**config.mk**
```make
export PLATFORM = sky130hd
export DESIGN_NAME = fpu_result_stage
export DESIGN_NICKNAME = d
export VERILOG_FILES = /design/src/rtl/fpu_result_stage.sv
export SDC_FILE = /design/constraint.sdc
export NUM_CORES = 1
export LEC_CHECK = 0
export ABC_AREA = 1
export BUFFER_PORTS_ARGS = -buffer_cell sky130_fd_sc_hd__clkbuf_2
export CAP_MARGIN = 20
export CORE_MARGIN = 5
export CORE_UTILIZATION = 54
export DETAILED_ROUTE_END_ITERATION = 16
export PLACE_DENSITY = 0.87
export SKIP_LAST_GASP = 1
export SYNTH_ARGS = -nofsm -noshare
export SYNTH_HDL_FRONTEND = slang
export SYNTH_SLANG_ARGS = --single-unit
export TNS_END_PERCENT = 10
```
**constraint.sdc**
```tcl
create_clock -name clk -period 4.9 [get_ports clk]
set_input_delay 0.49 -clock clk [delete_from_list [all_inputs] [get_ports clk]]
set_output_delay 0.49 -clock clk [all_outputs]
set_load 0.1 [all_outputs]
```
**src/rtl/fpu_result_stage.sv**
```systemverilog
// ============================================================================
// Module      : fpu_result_stage
// Description : FP result output stage. Selects the add/mul result, lets the
//               exception path override it, classifies the value, queues it in
//               a small valid/ready FIFO, and keeps sticky status flags.
// Revision    : 1.0 - initial release
// ============================================================================
`default_nettype none

module fpu_result_stage #(
  parameter int DEPTH     = 2,     // FIFO entries, power of 2, >= 2
  parameter bit CANON_NAN = 1'b1   // map all-ones exception results to qNaN
) (
  input  logic        clk,
  input  logic        rst_n,
  input  logic        in_valid,
  output logic        in_ready,
  input  logic        in_op,
  input  logic [31:0] add_result,
  input  logic [31:0] mul_result,
  input  logic [31:0] addOutException,
  input  logic [31:0] multoutexception,
  input  logic        exceptionFlagADD,
  input  logic        exceptionFlagMUL,
  output logic        out_valid,
  input  logic        out_ready,
  output logic [31:0] out_result,
  output logic [2:0]  out_status,
  input  logic        sticky_clear,
  output logic [2:0]  sticky_flags
);

  localparam int PW = $clog2(DEPTH);
  localparam int CW = PW + 1;
  localparam logic [CW-1:0] FULL_COUNT = CW'(DEPTH);
  localparam logic [31:0]   ALL_ONES   = 32'hFFFF_FFFF;
  localparam logic [31:0]   QNAN       = 32'h7FC0_0000;

  logic [PW-1:0] wr_ptr;
  logic [PW-1:0] rd_ptr;
  logic [CW-1:0] count;

  logic [31:0] mem_result [DEPTH];
  logic [2:0]  mem_status [DEPTH];

  logic        enq;
  logic        deq;
  logic        sel_exc;
  logic [31:0] sel_res;
  logic [2:0]  sel_status;

  // Handshake flags; in_ready looks only at count so a full FIFO never
  // accepts, even when the head leaves in the same cycle.
  always_comb begin
    in_ready  = (count != FULL_COUNT);
    out_valid = (count != '0);
    enq       = in_valid && in_ready;
    deq       = out_valid && out_ready;
  end

  // Result selection, NaN canonicalisation and classification of the
  // incoming operation.
  always_comb begin
    sel_exc = in_op ? exceptionFlagMUL : exceptionFlagADD;
    if (sel_exc) begin
      sel_res = in_op ? multoutexception : addOutException;
    end else begin
      sel_res = in_op ? mul_result : add_result;
    end
    if (CANON_NAN && sel_exc && (sel_res == ALL_ONES)) begin
      sel_res = QNAN;
    end
    sel_status[2] = sel_exc;
    sel_status[1] = !sel_exc && (sel_res[30:23] == 8'hFF) && (sel_res[22:0] == '0);
    sel_status[0] = (sel_res[30:0] == '0);
  end

  // Head entry; gated by out_valid so reset and empty states read as zero.
  always_comb begin
    out_result = out_valid ? mem_result[rd_ptr] : '0;
    out_status = out_valid ? mem_status[rd_ptr] : '0;
  end

  // Storage array; contents are only meaningful while counted as occupied.
  always_ff @(posedge clk) begin
    if (enq) begin
      mem_result[wr_ptr] <= sel_res;
      mem_status[wr_ptr] <= sel_status;
    end
  end

  // Pointers and occupancy; pointers wrap naturally at the power-of-2 depth.
  always_ff @(posedge clk or negedge rst_n) begin
    if (!rst_n) begin
      wr_ptr <= '0;
      rd_ptr <= '0;
      count  <= '0;
    end else begin
      if (enq) begin
        wr_ptr <= wr_ptr + 1'b1;
      end
      if (deq) begin
        rd_ptr <= rd_ptr + 1'b1;
      end
      case ({enq, deq})
        2'b10:   count <= count + 1'b1;
        2'b01:   count <= count - 1'b1;
        default: count <= count;
      endcase
    end
  end

  // Sticky status accumulates the status of each dequeued entry.
  always_ff @(posedge clk or negedge rst_n) begin
    if (!rst_n) begin
      sticky_flags <= '0;
    end else if (deq) begin
      sticky_flags <= sticky_clear ? out_status : (sticky_flags | out_status);
    end else if (sticky_clear) begin
      sticky_flags <= '0;
    end
  end

endmodule

`default_nettype wire
```
==> reports/results.ini <==
[synth]
ys_seq_elements=77
yosys.area.top_type=edfxtp_1
ys_seq_area_frac=0.496
synth_cell_types=27
netlist_area_um2=4590
avgSynthCellArea_um2=7.31
yosys_warnings=0
syn-num-nets=765
synth_flop_cell=edfxtp_1
synth_top_area_frac=0.458
synthCells=628
async_reset_ff_frac=0.0909
synthTopCellsByArea=edfxtp_1 (46%), nand2_1 (32%), a21oi_1 (5.6%)
synth_edf_count=70

[min_path]
hold_path_class=in2reg
hold_start=sticky_clear

[cts]
clockBufferDepth=2
cts_tree=done
htree_levels=3
clock_latency_ns=0.34
hold_buffers=1
cts_resized=0
cts_buffers=9
clk_pin_slew_ns=0.07
cts_setup_buffers=0
clock_sinks=77
cts_root_buf=clkbuf_8

[sta]
min_period_ns=3.71
fin_tns_setup_ns=0
clock_skew_ns=0.00681
fmaxAchievable_mhz=270
drv_slew=0
setup_viol=0
hold_viol_final=0
rsz0062_at_grt=false
fin_crit_sh=0.757
relSlewSlack=0.279
worstMarginPinSlew_ns=1.08

[floorplanning]
start_util=0.556
die_x_um=102
die_h_um=102
row_count=33
pin_count=176
core_um2=8260
die_area_um2=10400

[placement]
gp_congestion=0.876
placed_area_um2=5420
portBuffers=175
hpwl_mm=9.60

[power]
p_leak_nw=2.92
p_per_area_nw_per_um2=694
peakVddDrop_uv=370

[detailed_routing]
drt-pass1-iter-count=5
drc_errors=0
ant_nets=0
first_iter_violations=314
wl_per_cell_um=14.7
vias=4631
vias_per_cell=5.17
routed_wirelength_mm=13.1

[critical_path]
r2r-start=rd_ptr
critPathMaxFanout=68
required_ns=4.95
reg2reg_slack_ns=2.56
crit_path_start_kind=primary input
reg2reg_to=sticky_flags[2]
crit_path_start=in_op
cp.arrival_ns=3.76
cp-end-kind=register
endpoint=mem_result[1][0]
worstSetupPathType=in2reg
r2r_cells=6

[global_routing]
track_usage=0.255
grt_antenna_before_repair=0
grt_max_degree=69
grt_overflow=0
grt_pass1_vias=4348
grt_first_pass_wirelength_mm=20.7

[run]
max_cap_violations=0

[final_layout]
drive_above_1_share=0.253
finalInstanceArea_um2=5640
antenna_cells=0
syn_to_final_growth_pct=22.9
n_fill_cell=723
finalNetCount=923

[outcome]
outcome=complete, no violations

worst max-delay path: stages:
cell      delay (ns)
clkbuf_2        0.13
buf_4           0.54
nand2_1         0.11
nand2_1         0.81
nand2_1         0.27
nand2_1         0.21
nand2_1         0.07
nor2_1          0.08
nand2_1         0.07
nor2_2          0.11
nand2_2         0.19
inv_1           0.51
a21oi_1         0.14
report_power, final:
group | total, W | leakage [nW] | internal, W | switching, W
registers | 0.000977 | 0.745 | 0.000924 | 0.0000532
clock network | 0.000508 | 0.101 | 0.000287 | 0.000221
logic | 0.00243 | 2.07 | 0.000348 | 0.00208
kinds of logic after synthesis:
kind of cell | share of synthesized area
AND/OR/NAND/NOR | 0.352
flip-flops | 0.496
AO/OA/AOI/OAI | 0.0742
buffers and inverters | 0.0671
XOR/XNOR | 0.00573
multiplexers | 0.00218
adder cells (fa/ha/maj) | 0.00273
placed cells by master (no fill, tap or decap), drive strengths merged:
cell	instances
nor4	1
dfrtp	7
ha	1
clkinvlp	1
mux2i	1
xor2	1
nand3	2
dlygate4sd3	1
inv	23
clkinv	2
nand2	391
edfxtp	70
buf	3
xnor2	2
nand4	2
nor2	23
clkbuf	187
a21oi	51
nor3	2
o21ai	17
or3	1
bufinv	2
Yosys cell counts, types with 2 or more instances:
master / n
o21ai_0: 11
a21oi_1: 51
edfxtp_1: 70
nand4_1: 2
clkbuf_1: 10
nor3_1: 2
buf_4: 6
nor2_1: 22
nand3_1: 2
o21ai_1: 6
buf_6: 8
buf_2: 8
inv_1: 21
xnor2_1: 2
dfrtp_1: 7
nand2_1: 388
nand2_2: 2
how the worst min path moves through the flow:
stage                 endpoint  slack (ns)  cells after the start
5_1_grt        sticky_flags[1]        0.36                      2
3_3_place_gp            rd_ptr        0.33                      1
3_5_place_dp   sticky_flags[2]        0.34                      1
6_report       sticky_flags[1]        0.36                      2
2_1_floorplan         count[0]        0.19                      0
4_1_cts        sticky_flags[1]        0.35                      2
layer usage:
| layer | global-route usage | routed length [µm] | share of wire |
|---|---|---|---|
| met5 | 0 | 0 | 0 |
| met4 | 0.0797 | 223 | 0.017 |
| met3 | 0.0314 | 1220 | 0.093 |
| met2 | 0.416 | 6220 | 0.47 |
| met1 | 0.358 | 5490 | 0.42 |
per-stage QoR:
step	hold WS [ns]	cells	utilization	setup slack, ns	power [W]
after floorplan	0.194	628	-	1.60	0.00299
after global placement	0.331	879	0.657	1.01	0.00339
after detailed placement	0.336	879	0.657	0.929	0.00342
after CTS	0.352	896	0.683	1.30	0.00392
after global routing	0.360	896	0.683	0.933	0.00407
final	0.358	896	0.683	1.19	0.00391
flip-flops by register name, summed over array words and instances, names as in the netlist:
name and count:
sticky_flags 3, rd_ptr 1, wr_ptr 1, mem_result 64, count 2, mem_status 6
layout make-up:
type,count,area [µm²],share of cell area
clock buffers,12,135,0.0240
multi-input cells,495,2020,0.358
flip-flops and latches,77,2280,0.404
well taps,105,131,0.0233
inverters,24,95.1,0.0169
repair buffers,179,908,0.161
clock inverters,4,72.6,0.0129
No activity file was read; power rests on OpenSTA's default activity.
